### config.mk
export PLATFORM = sky130hd
export DESIGN_NAME = cnn_layer_sequencer
export DESIGN_NICKNAME = d
export VERILOG_FILES = /design/src/rtl/cnn_pkg.sv /design/src/rtl/region_load_counter.sv /design/src/rtl/cnn_layer_sequencer.sv
export SDC_FILE = /design/constraint.sdc
export NUM_CORES = 1
export LEC_CHECK = 0
export ABC_AREA = 1
export CAP_MARGIN = 10
export CORE_UTILIZATION = 49
export DETAILED_ROUTE_END_ITERATION = 8
export PLACE_DENSITY_LB_ADDON = 0.1
export SYNTH_ARGS = -nofsm -noshare
export SYNTH_HDL_FRONTEND = slang
export SYNTH_SLANG_ARGS = --single-unit
### constraint.sdc
create_clock -name clk -period 2.5 [get_ports clk]
set_input_delay 0.25 -clock clk [delete_from_list [all_inputs] [get_ports clk]]
set_output_delay 0.25 -clock clk [all_outputs]
set_load 0.05 [all_outputs]
### src/rtl/cnn_pkg.sv
// Shared definitions for the CNN layer sequencer.
//   - region indices of the five load RAMs (input image + four weight buffers)
//   - Avalon address map for the non-load addresses
//   - sequencer state encoding
//   - bit positions inside the status byte and the command byte
package cnn_pkg;

  localparam int N_REGIONS = 5;
  localparam int N_LAYERS  = 4;

  // Load regions, addressed directly by the Avalon address.
  localparam logic [2:0] REG_IN = 3'd0;
  localparam logic [2:0] REG_L1 = 3'd1;
  localparam logic [2:0] REG_L2 = 3'd2;
  localparam logic [2:0] REG_L3 = 3'd3;
  localparam logic [2:0] REG_L4 = 3'd4;

  // Remaining Avalon addresses.
  localparam logic [2:0] ADDR_STATUS = 3'd5;
  localparam logic [2:0] ADDR_RESULT = 3'd6;
  localparam logic [2:0] ADDR_CMD    = 3'd7;

  typedef enum logic [1:0] {
    LOAD = 2'd0,
    RUN  = 2'd1,
    DONE = 2'd2
  } seq_state_t;

  // Status byte: {busy, done, err, loaded[4:0]}.
  localparam int STAT_BUSY = 7;
  localparam int STAT_DONE = 6;
  localparam int STAT_ERR  = 5;

  // Command byte bits.
  localparam int CMD_RESTART = 0;
  localparam int CMD_RERUN   = 1;

  function automatic logic is_region_addr(input logic [2:0] addr);
    return addr <= REG_L4;
  endfunction

endpackage

### src/rtl/region_load_counter.sv
// Write-address counter and "loaded" flag for one load region.
//   clk, reset : system clock, synchronous active-high reset
//   clear      : return to empty (cnt = 0, loaded = 0)
//   inc        : one byte written at address cnt this cycle
//   cnt        : address the next accepted byte goes to
//   loaded     : all SIZE bytes have been written; cnt then holds at SIZE-1
module region_load_counter #(
  parameter int ADDR_W = 19,
  parameter int SIZE   = 1
) (
  input  logic              clk,
  input  logic              reset,
  input  logic              clear,
  input  logic              inc,
  output logic [ADDR_W-1:0] cnt,
  output logic              loaded
);

  if (SIZE < 1 || longint'(SIZE) > (longint'(1) << ADDR_W)) begin : g_size_check
    $error("region_load_counter: SIZE must be in 1..2**ADDR_W");
  end

  localparam logic [ADDR_W-1:0] LAST = ADDR_W'(SIZE - 1);

  // NOTE: clocked state is assigned with <= so every register samples the
  // pre-edge values; blocking = here would create order-dependent races.
  always_ff @(posedge clk) begin
    if (reset || clear) begin
      cnt    <= '0;
      loaded <= 1'b0;
    end else if (inc && !loaded) begin
      if (cnt == LAST) begin
        loaded <= 1'b1;
      end else begin
        cnt <= cnt + ADDR_W'(1);
      end
    end
  end

endmodule

### src/rtl/cnn_layer_sequencer.sv
// Controller in front of the CNN accelerator RAMs and layer engines.
//   Avalon slave (chipselect/write/read/address/writedata/readdata):
//     0-4 write : byte into load region, auto-incrementing address
//     5   read  : status {busy, done, err, loaded[4:0]}
//     6   read  : next classifier result byte (only in DONE)
//     7   write : command, bit0 = full restart, bit1 = rerun with new image
//   mem_we/mem_addr/mem_wdata : registered write port to the region RAMs
//   layer_start/layer_done    : per-layer one-cycle handshake pulses
//   out_rd_addr/out_rd_data   : result RAM read port (1-cycle read latency)
module cnn_layer_sequencer
  import cnn_pkg::*;
#(
  parameter int ADDR_W   = 19,
  parameter int IN_SIZE  = 10000,
  parameter int L1_SIZE  = 400,
  parameter int L2_SIZE  = 12800,
  parameter int L3_SIZE  = 230400,
  parameter int L4_SIZE  = 10600,
  parameter int OUT_SIZE = 53
) (
  input  logic              clk,
  input  logic              reset,
  input  logic              chipselect,
  input  logic              write,
  input  logic              read,
  input  logic [2:0]        address,
  input  logic [7:0]        writedata,
  output logic [7:0]        readdata,
  output logic [4:0]        mem_we,
  output logic [ADDR_W-1:0] mem_addr,
  output logic [7:0]        mem_wdata,
  output logic [3:0]        layer_start,
  input  logic [3:0]        layer_done,
  output logic [ADDR_W-1:0] out_rd_addr,
  input  logic [7:0]        out_rd_data
);

  if (OUT_SIZE < 1 || longint'(OUT_SIZE) > (longint'(1) << ADDR_W)) begin : g_out_size_check
    $error("cnn_layer_sequencer: OUT_SIZE must be in 1..2**ADDR_W");
  end

  localparam logic [ADDR_W-1:0] OUT_LAST = ADDR_W'(OUT_SIZE - 1);

  // ---------------------------------------------------------------------------
  // Bus decode. A cycle with both strobes is treated as a write only.
  // ---------------------------------------------------------------------------
  logic wr_req, rd_only, ld_wr, cmd_wr, cmd_restart, cmd_rerun;

  assign wr_req      = chipselect & write;
  assign rd_only     = chipselect & read & ~write;
  assign ld_wr       = wr_req & is_region_addr(address);
  assign cmd_wr      = wr_req & (address == ADDR_CMD);
  assign cmd_restart = cmd_wr & writedata[CMD_RESTART];
  // Restart already covers everything a rerun clears.
  assign cmd_rerun   = cmd_wr & ~writedata[CMD_RESTART] & writedata[CMD_RERUN];

  // ---------------------------------------------------------------------------
  // Sequencer state
  // ---------------------------------------------------------------------------
  seq_state_t        state, state_next;
  logic [1:0]        layer_idx, layer_next;
  logic [3:0]        start_next;
  logic              err, err_next;
  logic [ADDR_W-1:0] ptr, ptr_next;

  // ---------------------------------------------------------------------------
  // Region counters
  // ---------------------------------------------------------------------------
  logic [N_REGIONS-1:0] loaded, cnt_clear, cnt_inc;
  logic [ADDR_W-1:0]    cnt [N_REGIONS];
  logic [ADDR_W-1:0]    sel_cnt;
  logic                 sel_loaded, ld_accept, ld_drop;

  for (genvar r = 0; r < N_REGIONS; r++) begin : g_region
    localparam int SIZE = (r == 0) ? IN_SIZE :
                          (r == 1) ? L1_SIZE :
                          (r == 2) ? L2_SIZE :
                          (r == 3) ? L3_SIZE : L4_SIZE;

    // A rerun only forgets the image; the weight regions stay loaded.
    assign cnt_clear[r] = cmd_restart | (cmd_rerun & (r == 0));
    assign cnt_inc[r]   = ld_accept & (address == 3'(r));

    region_load_counter #(
      .ADDR_W (ADDR_W),
      .SIZE   (SIZE)
    ) u_cnt (
      .clk    (clk),
      .reset  (reset),
      .clear  (cnt_clear[r]),
      .inc    (cnt_inc[r]),
      .cnt    (cnt[r]),
      .loaded (loaded[r])
    );
  end

  // NOTE: every signal written in an always_comb gets a default first, so no
  // path leaves it unassigned and no latch is inferred.
  always_comb begin
    sel_cnt    = '0;
    sel_loaded = 1'b1;
    for (int r = 0; r < N_REGIONS; r++) begin
      if (address == 3'(r)) begin
        sel_cnt    = cnt[r];
        sel_loaded = loaded[r];
      end
    end
  end

  // Loads are only taken while loading, and only until the region is full.
  assign ld_accept = ld_wr & (state == LOAD) & ~sel_loaded;
  assign ld_drop   = ld_wr & ~ld_accept;

  // ---------------------------------------------------------------------------
  // RAM write port: one cycle behind the bus write.
  // ---------------------------------------------------------------------------
  always_ff @(posedge clk) begin
    if (reset) begin
      mem_we    <= '0;
      mem_addr  <= '0;
      mem_wdata <= '0;
    end else begin
      mem_we <= cnt_inc;
      if (ld_accept) begin
        mem_addr  <= sel_cnt;
        mem_wdata <= writedata;
      end
    end
  end

  // ---------------------------------------------------------------------------
  // Next state, start pulses, error flag and result pointer
  // ---------------------------------------------------------------------------
  always_comb begin
    state_next = state;
    layer_next = layer_idx;
    start_next = '0;
    err_next   = err;
    ptr_next   = ptr;

    if (cmd_restart || cmd_rerun) begin
      // Any in-flight run is abandoned; late done pulses land in LOAD and
      // are ignored there.
      state_next = LOAD;
      layer_next = '0;
      ptr_next   = '0;
      if (cmd_restart) begin
        err_next = 1'b0;
      end
    end else begin
      if (ld_drop) begin
        err_next = 1'b1;
      end
      case (state)
        LOAD: begin
          if (&loaded) begin
            state_next = RUN;
            layer_next = '0;
            start_next = 4'b0001;
          end
        end
        RUN: begin
          // A done from any layer other than the active one is a fault.
          if ((layer_done & ~(4'b0001 << layer_idx)) != 4'b0000) begin
            err_next = 1'b1;
          end
          if (layer_done[layer_idx]) begin
            if (layer_idx == 2'(N_LAYERS - 1)) begin
              state_next = DONE;
            end else begin
              layer_next = layer_idx + 2'd1;
              start_next = 4'b0001 << (layer_idx + 2'd1);
            end
          end
        end
        DONE: begin
          if (rd_only && address == ADDR_RESULT) begin
            ptr_next = (ptr == OUT_LAST) ? '0 : ptr + ADDR_W'(1);
          end
        end
        default: begin
          state_next = LOAD;
        end
      endcase
    end
  end

  always_ff @(posedge clk) begin
    if (reset) begin
      state       <= LOAD;
      layer_idx   <= '0;
      layer_start <= '0;
      err         <= 1'b0;
      ptr         <= '0;
    end else begin
      state       <= state_next;
      layer_idx   <= layer_next;
      layer_start <= start_next;
      err         <= err_next;
      ptr         <= ptr_next;
    end
  end

  // The result RAM is read continuously at the pointer, so a read returns the
  // byte fetched for the pointer value of the previous cycle. Reads closer
  // than two cycles therefore repeat the earlier byte.
  assign out_rd_addr = ptr;

  // ---------------------------------------------------------------------------
  // Read data
  // ---------------------------------------------------------------------------
  logic [7:0] status_byte;

  always_comb begin
    status_byte            = '0;
    status_byte[STAT_BUSY] = (state == RUN);
    status_byte[STAT_DONE] = (state == DONE);
    status_byte[STAT_ERR]  = err;
    status_byte[N_REGIONS-1:0] = loaded;
  end

  always_ff @(posedge clk) begin
    if (reset) begin
      readdata <= '0;
    end else begin
      readdata <= '0;
      if (rd_only) begin
        if (address == ADDR_STATUS) begin
          readdata <= status_byte;
        end else if (address == ADDR_RESULT && state == DONE) begin
          readdata <= out_rd_data;
        end
      end
    end
  end

endmodule

# == Yosys cells after proc, flatten, opt, wreduce, memory -nomap -nowiden ==
# Cells that the tools add are included.
# word_totals
reg_bits,168
latch_bits,0
ramBits,0
mem_bits_ro,0
in_bits,28
out_inout_bits,63
word_cells,148
n_memories,0
# classes
n_addsub,7
n_mul,0
div_mod_pow,0
magnitude_cmp,2
n_eq_ne,21
n_shift,2
n_mux,32
n_bitwise,30
n_reduce_logical,35
# ops
op,n
19-bit by 1-bit adder with 19-bit output (second input constant),6
19-bit 2-to-1 mux,6
19-bit by 14-bit equality test with 1-bit output (second input constant),3
2-bit AND reduction,11
19-bit by 18-bit equality test with 1-bit output (second input constant),1
19-bit by 6-bit equality test with 1-bit output (second input constant),1
19-bit by 9-bit equality test with 1-bit output (second input constant),1
1-bit AND,16
8-bit 2-to-1 mux,2
3-bit equality test (second input constant),4
1-bit 2-to-1 mux,12
2-bit 2-to-1 mux,6
1-bit NOT,11
4-bit 2-to-1 mux,2
4-bit one-hot mux with 2 select lines,1
4-bit AND reduction,2
1-bit by 2-bit << shifter with 4-bit output (first input constant),2
1-bit logical AND,7
3-bit by 2-bit equality test with 1-bit output (second input constant),2
2-bit by 1-bit != test with 1-bit output (second input constant),3
2-bit one-hot mux with 3 select lines,1
1-bit logical NOT,5
5-bit AND reduction,1
4-bit AND,1
other kinds (17),22

# == Depth between registers and ports, before layout ==
# Gate-level depths: netlist of run 1.
# depth
ltp_word,14
ltp_mapped,12
mapped_depth_nobuf,11

# == Modules after synthesis ==
# From an unflattened synthesis of run 1, not the netlist that was laid out.
# unflattened
cells_unflattened,1658
area_unflattened_um2,10382.5
# modules_own_cells
mod,n_inst,cells_per_inst,area_per_inst_um2,seq_area_each_um2
cnn_layer_sequencer,1,687,4085.2,1361.3
region_load_counter at g_region[1].u_cnt,1,218,1325.0,400.4
region_load_counter at g_region[3].u_cnt,1,186,1257.5,400.4
region_load_counter at g_region[4].u_cnt,1,181,1252.5,400.4
region_load_counter at g_region[0].u_cnt,1,201,1242.4,400.4
region_load_counter at g_region[2].u_cnt,1,185,1219.9,400.4

# == Least setup slack after synthesis of run 1 ==
# OpenSTA, ideal clock, no wires.
# synth_timing
kind,register to register
start,"reg ptr[0], in the netlist out_rd_addr[0]"
end,"reg ptr[16], in the netlist out_rd_addr[16]"
setup_time_ns,0.070
t_arrival_ns,1.775
required_time_ns,2.430
setup_slack_ns,0.655
path_stages_with_launch,8
path_buffers,0
period_less_slack_ns,1.845
cell_sequence,dfxtp_1 ha_1 nand3_1 nor3_1 nand3_1 nand2_1 nand3_1 a21oi_1
# synth_between
elab_chain_len,2
word_cells_on_any_way,3
cone_classes,add/sub: 1; eq/ne: 1; mux: 1
# synth_rtl
element,line,text
from (decl),cnn_layer_sequencer.sv:64,"logic [ADDR_W-1:0] ptr, ptr_next;"
from (signal assigned),cnn_layer_sequencer.sv:200,ptr <= ptr_next;
19-bit by 1-bit adder with 19-bit output / 19-bit by 6-bit equality test with 1-bit output (equally long branches),cnn_layer_sequencer.sv:178,ptr_next = (ptr == OUT_LAST) ? '0 : ptr + ADDR_W'(1);
19-bit 2-to-1 mux (*),cnn_layer_sequencer.sv:178,
# Every way passes the cells marked *; elsewhere a longest branch is shown, timed or not.
# A chain may end at the register's enable or synchronous reset.

# == Worst setup path in the final report of run 1 ==
# layout_timing
start,reg g_region[3].u_cnt.cnt[1]
end,reg g_region[3].u_cnt.cnt[17]
# layout_between
elab_chain_len,3
word_cells_on_any_way,4
cone_classes,add/sub: 1; eq/ne: 1; bitwise: 1; reduce/logical: 1
# layout_rtl
element,line,text
from (decl),region_load_counter.sv:15,"output logic [ADDR_W-1:0] cnt,"
from (signal assigned),region_load_counter.sv:35,cnt <= cnt + ADDR_W'(1);
"parallel branches: the longest is 3 deep, another holds 19-bit by 1-bit adder with 19-bit output",n/a,
# Parallel ways; which one is timed is not known.

==> flow_summary_export.csv, run 1 <==
group,metric,value,unit
yosys,yosysSeqAreaShare,34.51,%
routing,drt-total-wl,28.18,mm
critical_path,endpoint_kind,"flip-flop",
placed_design,portBuffers,90,
clocking,cts_setup_buffers,0,
sta,skew,16.12,ps
clocking,clk_path_buf_depth,2,
routing,num_vias,10020,
final_layout,antenna_cells,0,
yosys,synth_fp_nets,1561,
flow_run,maxCapViolCount,0,
die,std_cell_rows,51,
routing,wire_per_inst,14.93,µm
yosys,synth_warnings,0,
yosys,syn_area_per_cell,6.408,µm²
yosys,ys_top_cells_by_area,"dfxtp_1 35%, nand2_1 18%, nor2_1 7.7%",
final_layout,area_growth,19.00,%
yosys,netlist.top_cell.by_area,"dfxtp_1",
power_and_ir_drop,power_leakage,4.060,nW
die,die_y,143.0,µm
clocking,cts_tree,"built",
sta,maxSlewViolCount,0,
final_layout,nNetsFinal,1649,
placed_design,place_congestion,0.9487,
yosys,ys.flop_type,"dfxtp_1",
sta,hold_ws,376.9,ps
power_and_ir_drop,power_density,493.4,nW/µm²
yosys,synth.most_common_cell,"nand2_1",
power_and_ir_drop,finalPower,5.723,mW
grt,grt_pass1_wl,45.60,mm
grt,grt_antenna_before_repair,0,
die,initial_utilization,50.08,%
critical_path,cp.arrival,2560,ps
grt,grt_util_met2,44.29,%
grt,use_met1,38.78,%
run_status,outcome,"finished clean",
routing,drtPass1Iterations,5,
placed_design,postPlaceCellArea,11010,µm²
grt,grt.busiest_layer,"met2",
yosys,synth_edf_count,0,
yosys,ys_types,38,
yosys,async_flop_share,0,%
sta,max-slew-margin-rel,57.00,%
clocking,cts_resized,0,
clocking,hold_buffers,0,
final_layout,fin_area,11600,µm²
min_path,min_path_type,"in -> reg",
critical_path,critPathKind,"reg -> reg",
sta,period_share,87.74,%
clocking,numCtsBuffers,17,
grt,grt-ovfl-total,0,
die,die_w,143.0,µm
routing,via_per_inst,5.312,
sta,fmax,455.9,MHz
sta,period_needed,2193,ps
placed_design,dp_hpwl,21.29,mm
clocking,cts_root_buffer,"clkbuf_16",
grt,grt.total_usage,28.39,%
critical_path,startpoint_type,"flip-flop",
yosys,syn_inst,1521,
yosys,yosys.area.top_type_share,34.51,%
die,ioPinCount,91,
sta,worst_pin_slew,644.3,ps
grt,grt_pass1_vias,8992,
yosys,synth_area,9747,µm²
clocking,htreeDepth,4,
clocking,clock_sinks,168,
die,die_area,20460,µm²
sta,setup_viol,0,
power_and_ir_drop,ir_worst_vdd,0.4038,mV
final_layout,drive_above_1_share,5.734,%
routing,drtIter0Drc,685,
routing,postRouteAntennaNets,0,
grt,grt_max_degree,37,
yosys,synth_seq_cells,168,
clocking,clk_latency,440,ps
die,core,19460,µm²
clocking,path_clk_slew,70,ps
routing,drc,0,
sta,hold_violations,0,
yosys,ys_top_cells_by_count,"475 x nand2_1, 201 x nor2_1, 168 x dfxtp_1",
sta,rsz0062_at_grt,"no",
critical_path,crit_required,2870,ps
critical_path,crit_fanout,19,
sta,fin_setup_tns,0,ps
grt,met3_usage,4.594,%
[path summary, 6_finish.rpt]
path / startpoint / to / slack, ps / cells past startpoint
min: out_rd_data[2] / readdata[2] / 380 / 3
max: g_region[3].u_cnt.cnt[1] / g_region[3].u_cnt.cnt[17] / 310 / 8
min reg2reg: mem_addr[13] / mem_addr[13] / 470 / 2
max reg2reg: g_region[3].u_cnt.cnt[1] / g_region[3].u_cnt.cnt[17] / 310 / 8
[cells in the final DEF (no fill, tap or decap), drive strengths merged, types with 2 or more instances in the layout]
cell type / instances
a21oi: 142
o22ai: 2
ha: 12
o21ai: 48
xor2: 57
nor2: 208
nand3b: 5
clkinvlp: 4
nand2: 478
o2111ai: 13
inv: 133
o211ai: 2
dfxtp: 168
bufinv: 2
clkdlybuf4s50: 90
xnor2: 16
nor3: 32
clkbuf: 19
or2: 4
nor3b: 2
buf: 35
a211oi: 3
clkinv: 4
nand4: 33
nand3: 108
[flip-flops by register name, summed over array words and instances (netlist names)]
name / cells
readdata: 8
layer_start: 4
mem_we: 5
g_region.u_cnt.loaded: 5
mem_addr: 19
err: 1
g_region.u_cnt.cnt: 95
out_rd_addr: 19
state: 2
mem_wdata: 8
layer_idx: 2
[kinds of logic after synthesis]
logic type	synth area share (%)
simple gates	37.71
compound gates	11.59
flops	34.51
buf+inv	8.087
fa+ha+maj	1.540
xor+xnor	6.560
[metrics by stage]
stage | worst slack [ps] | instances | utilization (%)
5_1_grt | 108.8 | 1887 | 59.60
2_1_floorplan | 655.1 | 1521 | -
4_1_cts | 331.2 | 1887 | 59.60
6_report | 306.6 | 1887 | 59.60
3_5_place_dp | 121.0 | 1855 | 56.58
3_3_place_gp | 170.3 | 1855 | 56.58
[metal layers]
layer / share of wire [%] / wire length (µm)
met1: 47 / 13150
met2: 45 / 12630
met3: 5.5 / 1545
met4: 3.0 / 858
met5: 0 / 0
[power breakdown]
part	switching, mW	leakage, nW	internal (mW)
Clock	1.16	0.277	1.51
Combinational	0.235	2.43	0.119
Sequential	0.0102	1.35	2.69
[critical path, stage by stage, from the launching register on]
cell and delay [ps]:
dfxtp_1 450, ha_1 280, nand3_1 170, nor2_1 270, nand3_1 290, nand4_2 170, buf_4 260, nand2_1 80
a21oi_1 140
[cell type report]
cell class              instances  area [µm²]
clock buffers                  19       442.9
clock inverters                13       143.9
fillers                      1922        7864
inverters                     130       493.0
multi-input cells            1167        5598
flip-flops and latches        168        3363
well taps                     265       331.6
repair buffers                125        1226
Note: power is estimated with default switching activity, not from simulation.
==> run 2, diff against run 1 <==
--- a/config.mk
+++ b/config.mk
@@ -8,6 +8,7 @@
 export ABC_AREA = 1
 export CAP_MARGIN = 10
 export CORE_UTILIZATION = 49
+export CTS_CLUSTER_DIAMETER = 100
 export DETAILED_ROUTE_END_ITERATION = 8
 export PLACE_DENSITY_LB_ADDON = 0.1
 export SYNTH_ARGS = -nofsm -noshare
==> results of run 2 <==
Final layout, timing and power as in run 1 (identical DEF).
